### src/rtl/alu_sched.sv
// alu_sched: two-requester round-robin scheduler in front of a shared external
// 8-bit ALU. One command is in flight at a time. Direct ops use the ALU for a
// single cycle. MUL (when enabled) is built from repeated ALU additions.
// Reserved commands return an error response without touching the ALU.
module alu_sched #(
    parameter bit MUL_EN = 1'b1
) (
    input  logic       clk,
    input  logic       reset,
    input  logic       req0_valid,
    output logic       req0_ready,
    input  logic [3:0] req0_cmd,
    input  logic [7:0] req0_a,
    input  logic [7:0] req0_b,
    input  logic       req1_valid,
    output logic       req1_ready,
    input  logic [3:0] req1_cmd,
    input  logic [7:0] req1_a,
    input  logic [7:0] req1_b,
    output logic       rsp_valid,
    input  logic       rsp_ready,
    output logic       rsp_id,
    output logic [7:0] rsp_y,
    output logic       rsp_zero,
    output logic       rsp_ovf,
    output logic       rsp_err,
    output logic [7:0] alu_a,
    output logic [7:0] alu_b,
    output logic [2:0] alu_op,
    input  logic [7:0] alu_y,
    input  logic       alu_zero
);

    typedef enum logic [1:0] {
        S_IDLE,
        S_EXEC,
        S_MUL,
        S_RESP
    } state_t;

    state_t     state;
    state_t     state_nx;

    logic       last_id;
    logic [2:0] op_r;
    logic [7:0] a_r;
    logic [7:0] b_r;
    logic       id_r;
    logic [7:0] acc;
    logic [7:0] cnt;
    logic       ovf;

    logic       any_valid;
    logic       grant_id;
    logic [3:0] sel_cmd;
    logic [7:0] sel_a;
    logic [7:0] sel_b;
    logic       sel_direct;
    logic       sel_mul;
    logic       accept;

    // Round-robin grant and selection of the granted request's fields
    always_comb begin
        any_valid = req0_valid | req1_valid;
        if (req0_valid && req1_valid) begin
            grant_id = ~last_id;
        end else begin
            grant_id = req1_valid;
        end
        sel_cmd    = grant_id ? req1_cmd : req0_cmd;
        sel_a      = grant_id ? req1_a   : req0_a;
        sel_b      = grant_id ? req1_b   : req0_b;
        sel_direct = ~sel_cmd[3];
        sel_mul    = (sel_cmd == 4'b1000) && MUL_EN;
        accept     = (state == S_IDLE) && any_valid;
    end

    // Next-state logic plus ready, response-valid and ALU drive outputs
    always_comb begin
        state_nx   = state;
        req0_ready = 1'b0;
        req1_ready = 1'b0;
        rsp_valid  = 1'b0;
        alu_a      = '0;
        alu_b      = '0;
        alu_op     = 3'b000;
        case (state)
            S_IDLE: begin
                if (any_valid) begin
                    req0_ready = ~grant_id;
                    req1_ready = grant_id;
                    if (sel_direct) begin
                        state_nx = S_EXEC;
                    end else if (sel_mul) begin
                        state_nx = S_MUL;
                    end else begin
                        state_nx = S_RESP;
                    end
                end
            end
            S_EXEC: begin
                alu_a    = a_r;
                alu_b    = b_r;
                alu_op   = op_r;
                state_nx = S_RESP;
            end
            S_MUL: begin
                if (cnt != 8'd0) begin
                    alu_a  = acc;
                    alu_b  = a_r;
                    alu_op = 3'b010;
                end else begin
                    state_nx = S_RESP;
                end
            end
            S_RESP: begin
                rsp_valid = 1'b1;
                if (rsp_ready) begin
                    state_nx = S_IDLE;
                end
            end
            default: state_nx = S_IDLE;
        endcase
    end

    // State register
    always_ff @(posedge clk or negedge reset) begin
        if (!reset) begin
            state <= S_IDLE;
        end else begin
            state <= state_nx;
        end
    end

    // Command capture, multiply accumulator and response registers
    always_ff @(posedge clk or negedge reset) begin
        if (!reset) begin
            last_id  <= 1'b1;
            op_r     <= '0;
            a_r      <= '0;
            b_r      <= '0;
            id_r     <= 1'b0;
            acc      <= '0;
            cnt      <= '0;
            ovf      <= 1'b0;
            rsp_id   <= 1'b0;
            rsp_y    <= '0;
            rsp_zero <= 1'b0;
            rsp_ovf  <= 1'b0;
            rsp_err  <= 1'b0;
        end else begin
            case (state)
                S_IDLE: begin
                    if (accept) begin
                        last_id <= grant_id;
                        op_r    <= sel_cmd[2:0];
                        a_r     <= sel_a;
                        b_r     <= sel_b;
                        id_r    <= grant_id;
                        if (sel_mul) begin
                            acc <= '0;
                            cnt <= sel_b;
                            ovf <= 1'b0;
                        end else if (!sel_direct) begin
                            // Reserved command: the error response is ready at once
                            rsp_id   <= grant_id;
                            rsp_y    <= '0;
                            rsp_zero <= 1'b1;
                            rsp_ovf  <= 1'b0;
                            rsp_err  <= 1'b1;
                        end
                    end
                end
                S_EXEC: begin
                    rsp_id   <= id_r;
                    rsp_y    <= alu_y;
                    rsp_zero <= alu_zero;
                    rsp_ovf  <= 1'b0;
                    rsp_err  <= 1'b0;
                end
                S_MUL: begin
                    if (cnt != 8'd0) begin
                        acc <= alu_y;
                        cnt <= cnt - 8'd1;
                        // A wrapped sum is smaller than the running total
                        ovf <= ovf | (alu_y < acc);
                    end else begin
                        rsp_id   <= id_r;
                        rsp_y    <= acc;
                        rsp_zero <= (acc == 8'h00);
                        rsp_ovf  <= ovf;
                        rsp_err  <= 1'b0;
                    end
                end
                default: ;
            endcase
        end
    end

endmodule

### config.mk
export PLATFORM = sky130hd
export DESIGN_NAME = alu_sched
export DESIGN_NICKNAME = d
export VERILOG_FILES = /design/src/rtl/alu_sched.sv
export SDC_FILE = /design/constraint.sdc
export NUM_CORES = 1
export LEC_CHECK = 0
export BUFFER_PORTS_ARGS = -buffer_cell sky130_fd_sc_hd__buf_4
export CAP_MARGIN = 0
export CORE_ASPECT_RATIO = 1.75
export CORE_MARGIN = 1.5
export CORE_UTILIZATION = 49
export CTS_BUF_LIST = sky130_fd_sc_hd__clkbuf_8
export DETAILED_ROUTE_END_ITERATION = 8
export PLACE_DENSITY = 0.79
export SLEW_MARGIN = 30
export SYNTH_ARGS = -nofsm -noshare
export SYNTH_HDL_FRONTEND = slang
export SYNTH_SLANG_ARGS = --single-unit
### constraint.sdc
create_clock -name clk -period 2.9 [get_ports clk]
set_input_delay 0.87 -clock clk [delete_from_list [all_inputs] [get_ports clk]]
set_output_delay 0.87 -clock clk [all_outputs]
set_load 0.005 [all_outputs]
# ---- After elaboration in Yosys (flattened, before gate mapping)
# Cells that the tools add are included.
dict set report word_totals {
  reg_bits 52
  input_bits 54
  out_inout_bits 34
  elab_cells 98
}
dict set report classes {
  addsub 1
  n_lt_le_gt_ge 1
  n_eq_ne 12
  mux 55
  bitwise_logic 4
  n_reduce_logical 11
}
# operator n
set op_table {}
lappend op_table {{8-bit 2-to-1 mux} 14}
lappend op_table {{8-bit case mux with 2 select lines} 4}
lappend op_table {{8-bit case mux with 3 select lines} 1}
lappend op_table {{1-bit 2-to-1 mux} 23}
lappend op_table {{2-bit inequality test (second input constant)} 8}
lappend op_table {{1-bit case mux with 3 select lines} 4}
lappend op_table {{2-bit 2-to-1 mux} 5}
lappend op_table {{8-bit zero test} 1}
lappend op_table {{8-bit < comparator} 1}
lappend op_table {{2-bit case mux with 4 select lines} 1}
lappend op_table {{8-bit nonzero test} 1}
lappend op_table {{8-bit by 1-bit subtractor with 8-bit output (second input constant)} 1}
lappend op_table {{3-bit case mux with 2 select lines} 1}
lappend op_table {{5-bit AND reduction} 1}
lappend op_table {{2-bit equality test (second input constant)} 2}
lappend op_table {{4-bit equality test (second input constant)} 1}
lappend op_table {{4-bit 2-to-1 mux} 1}
lappend op_table {{4-bit AND reduction} 1}
lappend op_table {{3-bit AND reduction} 1}
lappend op_table {{3-bit nonzero test} 1}
lappend op_table {{2-bit by 1-bit equality test with 1-bit output (second input constant)} 1}
lappend op_table {{1-bit logical AND} 2}
lappend op_table {{2-bit zero test} 1}
lappend op_table {{1-bit inverter} 2}
lappend op_table {{4 further kinds} 5}

# ---- Longest topological paths before layout
# Gate-level depths: netlist (run 1).
dict set report logic_depth {
  depth_word 8
  mapped_depth 9
  ltp_nobuf 7
}

# ---- Worst setup path before layout (run 1)
# Ideal clock, no wire load.
dict set report synth_timing {
  kind {register -> output}
  from {register cnt[0]}
  to {output port alu_a[0]}
  t_arrival_ns 2.009
  required_ns 2.030
  slack_ns 0.021
  path_stages_with_launch 9
  n_path_buf 2
  cell_sequence {dfrtp_1 -> inv_1 -> ha_1 -> or3b_2 -> o21a_1 -> and2_1 -> clkbuf_1 -> buf_2 -> a22o_1}
}
dict set report synth_between {
  elab_chain_len 3
}
# element line_no
set synth_rtl {}
lappend synth_rtl {{from (decl)} 50} ;# logic [7:0] cnt;
lappend synth_rtl {{from (signal assigned)} 162} ;# cnt <= sel_b;
lappend synth_rtl {{from (signal assigned)} 184} ;# cnt <= cnt - 8'd1;
lappend synth_rtl {{8-bit nonzero test} 108} ;# if (cnt != 8'd0) begin
lappend synth_rtl {{8-bit 2-to-1 mux} 108}
lappend synth_rtl {{8-bit case mux with 2 select lines} 87} ;# case (state)
lappend synth_rtl {{to (decl)} 27} ;# output logic [7:0] alu_a,
# No other way between the ends.

# ---- Worst setup path after layout (run 1)
dict set report layout_timing {
  from {register cnt[0]}
  to {output port alu_b[7]}
}
dict set report layout_between {
  elab_chain_len 3
}
# element line_no
set layout_rtl {}
lappend layout_rtl {{8-bit nonzero test} 108}
lappend layout_rtl {{8-bit 2-to-1 mux} 108}
lappend layout_rtl {{8-bit case mux with 2 select lines} 87}
lappend layout_rtl {{to (decl)} 28} ;# output logic [7:0] alu_b,
# No other way between the ends.

==> results of run 1 <==
[path summary, 6_finish.rpt]
| kind | from | to | cells past startpoint | slack, ns |
|---|---|---|---|---|
| max reg2reg | state[0] | acc[3] | 9 | 0.25 |
| max in group asynchronous | reset | acc[4] | 1 | 1.86 |
| min | op_r[2] | op_r[2] | 2 | 0.49 |
| max | cnt[0] | alu_b[7] | 7 | -0.09 |
| min in group asynchronous | reset | id_r | 1 | 0.58 |
| min reg2reg | op_r[2] | op_r[2] | 2 | 0.49 |
[final cells by class]
class / count / area (um2) / share of cell area
multi-input cells: 244 / 1730 / 0.416
flip-flops and latches: 52 / 1300 / 0.314
repair buffers: 114 / 863 / 0.208
well taps: 80 / 100 / 0.0241
clock buffers: 6 / 82.6 / 0.0199
inverters: 16 / 60.1 / 0.0145
clock inverters: 2 / 15.0 / 0.00362
[layer usage]
| layer | vias up | track usage | routed length (um) |
|---|---|---|---|
| met2 | 113 | 0.509 | 5010 |
| met1 | 1434 | 0.279 | 3250 |
| met5 | - | 0 | 0 |
| met3 | 22 | 0.0361 | 385 |
| li1 | 1412 | - | - |
| met4 | 0 | 0.127 | 322 |
[state kept, by name (all words and copies together) (netlist names)]
signal / cells
id_r: 1
rsp_ovf: 1
rsp_err: 1
last_id: 1
rsp_id: 1
a_r: 8
rsp_zero: 1
state: 2
op_r: 3
cnt: 8
b_r: 8
rsp_y: 8
acc: 8
ovf: 1
[power groups by stage]
stage | clock network [uW] | registers (uW) | logic [uW]
5_1_grt | 475 | 740 | 186
6_report | 438 | 739 | 169
2_1_floorplan | 0 | 750 | 61.7
3_5_place_dp | 0 | 754 | 169
4_1_cts | 446 | 739 | 170
3_3_place_gp | 0 | 753 | 165
[logic make-up after synthesis]
| group | after synthesis |
|---|---|
| mux | 36 |
| flops | 52 |
| buf+inv | 38 |
| fa+ha+maj | 12 |
| simple gates | 103 |
| compound gates | 91 |
[per-stage QoR]
| step | power, uW | util | std cells |
|---|---|---|---|
| 6_report | 1350 | 0.671 | 514 |
| 5_1_grt | 1400 | 0.671 | 514 |
| 4_1_cts | 1360 | 0.667 | 511 |
| 3_5_place_dp | 923 | 0.643 | 499 |
| 3_3_place_gp | 918 | 0.643 | 499 |
| 2_1_floorplan | 811 | - | 332 |
[layout by cell type, fill, tap and decap left out, types with 2 or more instances in the layout]
| cell | count |
|---|---|
| nor2b_1 | 8 |
| nand3_1 | 4 |
| clkinvlp_4 | 2 |
| buf_6 | 2 |
| a21o_1 | 4 |
| nor4b_1 | 3 |
| a222oi_1 | 2 |
| a221o_1 | 2 |
| mux2_2 | 14 |
| a22o_1 | 17 |
| a22oi_1 | 11 |
| dfrtp_1 | 51 |
| nor2_1 | 7 |
| buf_4 | 112 |
| or4_1 | 5 |
| a221oi_1 | 2 |
| nand4_1 | 4 |
| nor4_1 | 2 |
| a211oi_1 | 2 |
| a21oi_1 | 4 |
| mux2i_1 | 22 |
| inv_1 | 16 |
| ha_1 | 11 |
| clkbuf_8 | 6 |
| and2_4 | 3 |
| and3_1 | 5 |
| o21ai_0 | 37 |
| nand2_1 | 51 |
| or3_1 | 2 |
[repair_timing]
item                                    CTS  global route
gates resized for setup                   9             1
hold endpoints to repair                  0             0
cloned                                    2             0
endpoints found under the setup margin   17            17
buffers inserted                          2             3
pin swaps                                18             1
[worst min-delay path, delay by kind of cell, from the launching register on]
kind               cells  cell delay, ns
DFF                    1            0.35
and+or+nand+nor        1            0.05
AOI/OAI and AO/OA      1            0.06
==> flow_metrics.env, run 1 <==
export IMPL_status="finished, violations left"
export IMPL_violations="negative setup slack"
export IMPL_clock_latency_ns=0.31
export IMPL_die_w_um=63.4
export IMPL_crit_buf_inv=2
export IMPL_syn_area_um2=3130
export IMPL_post_route_period_util=1.03
export IMPL_synth_fp_nets=398
export IMPL_top_level_ports=88
export IMPL_finalWirelength_um=8960
export IMPL_drcViolationCount=0
export IMPL_num_antenna_cells=0
export IMPL_finalMaxSlewViolations=0
export IMPL_via_per_inst=5.80
export IMPL_grt_max_degree=53
export IMPL_grt_pass1_vias=3039
export IMPL_layout_setup_ws_ns=-0.0860
export IMPL_grt_first_pass_wirelength_um=14200
export IMPL_first_iter_violations=197
export IMPL_seq_area_frac_synth=0.416
export IMPL_synth_mux_area_frac=0.121
export IMPL_antenna_left=0
export IMPL_rsz0062_at_grt="true"
export IMPL_cp_top_family="simple AND/OR/NAND/NOR gates"
export IMPL_critical_path_max_stage_delay_ns=0.40
export IMPL_overflow=0
export IMPL_synth_edf_count=0
export IMPL_finalHoldViolCount=0
export IMPL_synthArstFlopShare=1.00
export IMPL_yosys_area_share_simple=0.168
export IMPL_wire_per_inst_um=17.4
export IMPL_worstMarginPinSlew_ns=0.665
export IMPL_synth_compound_area_frac=0.199
export IMPL_fp_coreArea_um2=6180
export IMPL_ir_worst_vdd_mv=0.256
export IMPL_clkSinkCount=52
export IMPL_clkTransAtPathRegs_ns=0.10
export IMPL_cts_tree="done"
export IMPL_start_util=0.506
export IMPL_synth_cell_types=47
export IMPL_root_buffer="clkbuf_8"
export IMPL_crit_required_ns=2.03
export IMPL_fmax_mhz=335
export IMPL_dp_hpwl_um=6710
export IMPL_powerDensity_nw_per_um2=324
export IMPL_fin_skew_ns=0.00858
export IMPL_startpoint_type="register"
export IMPL_tns_ns=-1.13
export IMPL_p_leak_uw=0.00212
export IMPL_p_seq_frac=0.549
export IMPL_fillCellCount=539
export IMPL_fp_row_count=38
export IMPL_synth_main_ff_cell="dfrtp_1"
export IMPL_p_int_uw=1020
export IMPL_drv_cap=0
export IMPL_worst_ep_arrival_time_ns=2.12
export IMPL_critPathMaxFanout=5
export IMPL_crit_type="register to output pin"
export IMPL_crit_path_end_kind="output pin"
export IMPL_numCtsBuffers=5
export IMPL_clockPowerShare=0.325
export IMPL_path_cells="inv_1 -> ha_2 -> or3b_4 -> o21a_4 -> and2_4 -> a22o_1 -> buf_4"
export IMPL_antenna_found_initial=0
export IMPL_gr_usage_all_layers=0.265
export IMPL_synth_avg_cell_area_um2=9.43
export IMPL_synth_top_area_share=0.408
export IMPL_post_route_cell_area_um2=4150
export IMPL_synth_xor_area_frac=0
export IMPL_swShare=0.245
export IMPL_die_h_um=109
export IMPL_synth_top_family_by_area="compound AO/OA/AOI/OAI gates"
export IMPL_port_buffers=87
export IMPL_synth_top_area_cell="dfrtp_1"
export IMPL_hold_slack_ns=0.491
export IMPL_hp_class="register to register"
export IMPL_place_area_um2=3970
export IMPL_cts_buffer_depth=2
export IMPL_synth_adder_area_share=0.0480
export IMPL_yosysWarnings=0
export IMPL_dp_slack_ns=-0.0850
export IMPL_drive_above_1_share=0.346
export IMPL_nets=499
export IMPL_switching_power_uw=330
export IMPL_hold_buffers=0
export IMPL_drt_pass1_iterations=4
export IMPL_synth_area_leaders="dfrtp_1, mux2i_1, nand2_1"
export IMPL_slew_headroom=0.557
export IMPL_fin_crit_ns=2.99
export IMPL_syn_to_final_growth_pct=32.6
export IMPL_synth_seq_cells=52
export IMPL_setup_viol=17
export IMPL_dieArea_um2=6890
export IMPL_synthTopCellsByCount="dfrtp_1, nand2_1, o21ai_0"
export IMPL_ctsHtreeMaxLevel=2
export IMPL_num_vias=2981
export IMPL_synth_cells=332
export IMPL_slowest_stage="dfrtp_1"
export IMPL_combPwrFrac=0.126
export IMPL_gp_congestion=0.900
No activity file was read; power rests on OpenSTA's default activity.
==> run 2: changes to the inputs <==
--- a/config.mk
+++ b/config.mk
@@ -5,7 +5,7 @@
 export SDC_FILE = /design/constraint.sdc
 export NUM_CORES = 1
 export LEC_CHECK = 0
-export BUFFER_PORTS_ARGS = -buffer_cell sky130_fd_sc_hd__buf_4
+export BUFFER_PORTS_ARGS = -buffer_cell sky130_fd_sc_hd__buf_2
 export CAP_MARGIN = 0
 export CORE_ASPECT_RATIO = 1.75
 export CORE_MARGIN = 1.5
@@ -13,6 +13,7 @@
 export CTS_BUF_LIST = sky130_fd_sc_hd__clkbuf_8
 export DETAILED_ROUTE_END_ITERATION = 8
 export PLACE_DENSITY = 0.79
+export REMOVE_ABC_BUFFERS = 1
 export SLEW_MARGIN = 30
 export SYNTH_ARGS = -nofsm -noshare
 export SYNTH_HDL_FRONTEND = slang
==> run 2 against run 1 <==
The run still ends with negative setup slack left. Sequential share of layout area up 1.5 points. Register-to-register slack gained 0.23 ns. Die area is the same. Setup slack better by 0.054 ns. First-iteration DRC count decreased by 36%. Critical path depth stayed put. Routed wire length down 4.9%. Utilization shrank 3.1 points. Clock skew is essentially flat. Global-route usage shrank 0.55 points. Largest cell class unchanged. Non-clock buffer count up 3. Final area shrank 4.6%.
==> flow_metrics.env, run 2 (same netlist as run 1, synthesis figures left out) <==
export IMPL_port_buffers=87
export IMPL_gp_congestion=0.905
export IMPL_violations="negative setup slack"
export IMPL_crit_reg2reg_capture="ovf"
export IMPL_p_leak_uw=0.00209
export IMPL_syn_to_final_growth_pct=26.5
export IMPL_setup_viol=16
export IMPL_via_per_inst=5.75
export IMPL_die_w_um=63.4
export IMPL_r2r_slack_ns=0.48
export IMPL_cts_buffer_depth=2
export IMPL_cp_top_family="simple AND/OR/NAND/NOR gates"
export IMPL_final_cell_mix="buf_2, nand2_1, dfrtp_1, o21ai_0, buf_4"
export IMPL_first_iter_violations=127
export IMPL_die_h_um=109
export IMPL_hold_buffers=0
export IMPL_fp_row_count=38
export IMPL_drt_pass1_iterations=4
export IMPL_fin_crit_ns=2.93
export IMPL_wire_per_inst_um=16.5
export IMPL_drv_cap=0
export IMPL_whs_endpoint="op_r[2]"
export IMPL_finalWirelength_um=8530
export IMPL_crit_path_end_kind="output pin"
export IMPL_grt_max_degree=26
export IMPL_antenna_left=0
export IMPL_critical_path_max_stage_delay_ns=0.41
export IMPL_slowest_stage="dfrtp_1"
export IMPL_path_cells="inv_2 -> ha_2 -> or3b_4 -> o21a_4 -> and2_4 -> a22o_1 -> buf_2"
export IMPL_overflow=0
export IMPL_start_util=0.506
export IMPL_dieArea_um2=6890
export IMPL_fmax_mhz=341
export IMPL_clkTransAtPathRegs_ns=0.10
export IMPL_ctsHtreeMaxLevel=2
export IMPL_root_buffer="clkbuf_8"
export IMPL_grt_pass1_vias=2929
export IMPL_hp_class="register to register"
export IMPL_min_path_cells=2
export IMPL_slew_headroom=0.608
export IMPL_num_vias=2973
export IMPL_cts_tree="done"
export IMPL_post_route_period_util=1.01
export IMPL_nets=502
export IMPL_final_common_cell="buf_2"
export IMPL_grt_first_pass_wirelength_um=13900
export IMPL_gr_usage_all_layers=0.260
export IMPL_finalMaxSlewViolations=0
export IMPL_worstMarginPinSlew_ns=0.588
export IMPL_clkSinkCount=52
export IMPL_clock_latency_ns=0.32
export IMPL_crit_buf_inv=2
export IMPL_worstHoldStart="op_r[2]"
export IMPL_critPathMaxFanout=5
export IMPL_fp_coreArea_um2=6180
export IMPL_startpoint_type="register"
export IMPL_layout_setup_ws_ns=-0.0320
export IMPL_antenna_found_initial=0
export IMPL_ir_worst_vdd_mv=0.280
export IMPL_numCtsBuffers=5
export IMPL_status="finished, violations left"
export IMPL_tns_ns=-0.399
export IMPL_rr_worst_depth=7
export IMPL_dp_hpwl_um=6420
export IMPL_top_level_ports=88
export IMPL_drcViolationCount=0
export IMPL_crit_required_ns=2.03
export IMPL_r2r_start="state[0]"
export IMPL_worst_ep_arrival_time_ns=2.06
export IMPL_rsz0062_at_grt="true"
export IMPL_drive_above_1_share=0.355
export IMPL_fin_skew_ns=0.00873
export IMPL_finalHoldViolCount=0
export IMPL_powerDensity_nw_per_um2=330
export IMPL_num_antenna_cells=0
export IMPL_crit_type="register to output pin"
export IMPL_hold_slack_ns=0.485
## run 2: changes by cell type in the layout (fill, tap and decap cells not counted)
cell and change:
buf_6 -2, a22oi_1 -1, clkinv_4 +1, or4_4 +1, clkinvlp_4 -1, a22oi_2 +1
buf_12 +1, clkbuf_8 -1, or4_1 -1, inv_2 +1, buf_4 -83, buf_2 +87
## run 2: per-layer routing
layer  GRT usage  vias to the layer above  share of wire
li1            -                     1421              -
met1       0.298                     1414           0.37
met2       0.476                      116           0.55
met3      0.0330                       22          0.051
met4       0.118                        0          0.034
met5           0                        -              0
## run 2: layout make-up
type                    instances  area, um2
clock buffers                   5       68.8
fillers                       538       2220
multi-input cells             244       1740
repair buffers                117        673
well taps                      80        100
flip-flops and latches         52       1300
clock inverters                 3       20.0
inverters                      16       60.1
## run 2: worst max-delay path by stage
stage / start / endpoint / slack (ns) / depth (start not counted)
final: cnt[1] / alu_b[3] / -0.03 / 7
after global routing: cnt[1] / alu_a[7] / -0.1 / 7
after CTS: cnt[1] / alu_a[0] / -0.02 / 7
after detailed placement: req1_cmd[3] / ovf / 0.07 / 7
after global placement: req1_valid / rsp_y[2] / 0.12 / 9
after floorplan: req1_valid / ovf / -1.49 / 5
## run 2: worst reg2reg max path, delay by kind of cell (launching register included)
kind	cells	cell delay, ns
compound gates	3	0.92
buf+inv	1	0.10
fa+ha+maj	1	0.25
simple gates	2	0.64
flops	1	0.42
## run 2: timing repair
item	in CTS	in global routing
cloned	2	0
buffers inserted	4	2
pin swaps	18	0
setup endpoints to repair	17	18
resized for setup	9	2
## run 2: through the flow
| step | area (um2) | std cells | utilization | power, uW | setup WS, ns |
|---|---|---|---|---|---|
| 2_1_floorplan | 3040 | 310 | - | 812 | -1.49 |
| 3_3_place_gp | 3800 | 502 | 0.615 | 893 | 0.118 |
| 3_5_place_dp | 3800 | 502 | 0.615 | 899 | 0.0731 |
| 4_1_cts | 3940 | 515 | 0.637 | 1310 | -0.0163 |
| 5_1_grt | 3960 | 517 | 0.641 | 1360 | -0.0997 |
| 6_report | 3960 | 517 | 0.641 | 1310 | -0.0320 |
## run 2: report_power, final
part	internal (uW)	total, uW	switching, uW	leakage, uW
clock	169	422	253	0.0000455
combinational	71.2	147	75.4	0.00138
sequential	730	738	7.86	0.000663
==> run 3: changes to the inputs <==
--- a/config.mk
+++ b/config.mk
@@ -14,6 +14,7 @@
 export DETAILED_ROUTE_END_ITERATION = 8
 export PLACE_DENSITY = 0.79
 export REMOVE_ABC_BUFFERS = 1
+export SETUP_SLACK_MARGIN = 0.15
 export SLEW_MARGIN = 30
 export SYNTH_ARGS = -nofsm -noshare
 export SYNTH_HDL_FRONTEND = slang
==> run 3 against run 2 <==
The flow still finishes with violations (negative setup slack). Count of clock-buffer cells in the layout unchanged. Power increased by 0.11%. Utilization up 0.61 points. Hold slack is essentially flat. First-iteration DRC count is 13% lower. Final cell count rose by 0.19%.
==> flow_metrics.env, run 3 (same netlist as run 1, synthesis figures left out) <==
export IMPL_status="finished, violations left"
export IMPL_violations="negative setup slack"
export IMPL_die_w_um=63.4
export IMPL_dieArea_um2=6890
export IMPL_finalNonFillerCells=518
export IMPL_die_h_um=109
export IMPL_slew_headroom=0.605
export IMPL_grt_max_degree=26
export IMPL_ir_worst_vdd_mv=0.259
export IMPL_fp_coreArea_um2=6180
export IMPL_antenna_left=0
export IMPL_ctsHtreeMaxLevel=2
export IMPL_first_iter_violations=110
export IMPL_final_common_cell="buf_2"
export IMPL_layout_setup_ws_ns=-0.156
export IMPL_crit_required_ns=2.03
export IMPL_hold_slack_ns=0.485
export IMPL_clock_latency_ns=0.32
export IMPL_drcViolationCount=0
export IMPL_num_vias=2982
export IMPL_worst_ep_arrival_time_ns=2.19
export IMPL_fillCellCount=531
export IMPL_powerDensity_nw_per_um2=327
export IMPL_start_util=0.506
export IMPL_fmax_mhz=327
export IMPL_finalHoldViolCount=0
export IMPL_multi_input_area_um2=1720
export IMPL_critical_path_max_stage_delay_ns=0.39
export IMPL_drv_cap=0
export IMPL_clkTransAtPathRegs_ns=0.09
export IMPL_port_buffers=87
export IMPL_dp_cells=502
export IMPL_crit_type="register to output pin"
export IMPL_finalWirelength_um=8650
export IMPL_dp_slack_ns=0.0731
export IMPL_dp_hpwl_um=6420
export IMPL_grt_first_pass_wirelength_um=13600
export IMPL_wire_per_inst_um=16.7
export IMPL_fin_crit_ns=3.06
export IMPL_seq_area_um2=1300
export IMPL_power_total_uw=1310
export IMPL_finalMaxSlewViolations=0
export IMPL_drive_above_1_share=0.354
export IMPL_top_level_ports=88
export IMPL_antenna_found_initial=0
export IMPL_path_cells="inv_2 -> ha_4 -> or3b_4 -> o21a_1 -> and2_4 -> buf_12 -> a22o_1 -> buf_2"
export IMPL_gp_congestion=0.905
export IMPL_root_buffer="clkbuf_8"
export IMPL_nets=503
export IMPL_grt_pass1_vias=2863
export IMPL_gr_usage_all_layers=0.253
export IMPL_post_route_period_util=1.05
export IMPL_syn_to_final_growth_pct=27.7
export IMPL_fin_skew_ns=0.00798
export IMPL_fp_row_count=38
export IMPL_cts_buffer_depth=2
export IMPL_drt_pass1_iterations=4
export IMPL_final_cell_mix="buf_2, nand2_1, dfrtp_1, o21ai_0, buf_4"
export IMPL_worstMarginPinSlew_ns=0.592
export IMPL_startpoint_type="register"
export IMPL_via_per_inst=5.76
export IMPL_hold_buffers=0
export IMPL_crit_path_end_kind="output pin"
export IMPL_slowest_stage="dfrtp_1"
export IMPL_overflow=0
export IMPL_num_antenna_cells=0
export IMPL_post_route_util=0.647
export IMPL_setup_viol=17
export IMPL_hp_class="register to register"
export IMPL_numCtsBuffers=5
export IMPL_rsz0062_at_grt="true"
export IMPL_clkSinkCount=52
export IMPL_p_leak_uw=0.00210
export IMPL_cts_tree="done"
export IMPL_critPathMaxFanout=9
[run 3: cell type report]
| type | instances | area share |
|---|---|---|
| multi-input combinational | 242 | 0.429 |
| sequential | 52 | 0.326 |
| timing repair buffer | 120 | 0.182 |
| tap | 80 | 0.0250 |
| clock buffer | 5 | 0.0172 |
| inverter | 16 | 0.0150 |
| clock inverter | 3 | 0.00501 |
[run 3: worst paths after layout]
path	start	to	slack, ns	cells past startpoint
worst min register to register	id_r	id_r	0.48	1
worst max-delay path	cnt[0]	alu_b[3]	-0.16	8
min in group asynchronous	reset	op_r[0]	0.54	1
worst min-delay path	id_r	id_r	0.48	1
worst max register to register	state[0]	ovf	0.46	7
max in group asynchronous	reset	b_r[0]	1.69	2
[run 3: metrics by stage]
stage / TNS (ns) / instance area [um2]
4_1_cts: -1.69 / 3930
5_1_grt: -3.40 / 4000
2_1_floorplan: -40.63 / 3040
3_5_place_dp: 0 / 3800
6_report: -2.36 / 4000
3_3_place_gp: 0 / 3800
[run 3: worst max-delay path, delay by kind of cell, from the launching register on]
kind | cells | cell delay (ns)
buffers and inverters | 3 | 0.33
adders and majority gates | 1 | 0.12
AOI/OAI and AO/OA | 2 | 0.46
and+or+nand+nor | 2 | 0.56
DFF | 1 | 0.39
[run 3: timing repair]
| action | 4_1_cts | 5_1_grt |
|---|---|---|
| setup buffers | 4 | 3 |
| resized for setup | 4 | 5 |
| gates cloned | 0 | 1 |
| endpoints found under the setup margin | 17 | 29 |
| pin swaps | 2 | 10 |
[run 3: layer usage]
layer / wire length, um / vias to the layer above / GRT usage
li1: - / 1420 / -
met1: 3220 / 1439 / 0.290
met2: 4760 / 107 / 0.468
met3: 411 / 16 / 0.0320
met4: 257 / 0 / 0.107
met5: 0 / - / 0
[run 3: power by group]
group / switching [uW] / leakage, uW / internal [uW]
Combinational: 75.3 / 0.00140 / 71.5
Clock: 254 / 0.0000455 / 169
Sequential: 8.06 / 0.000663 / 730
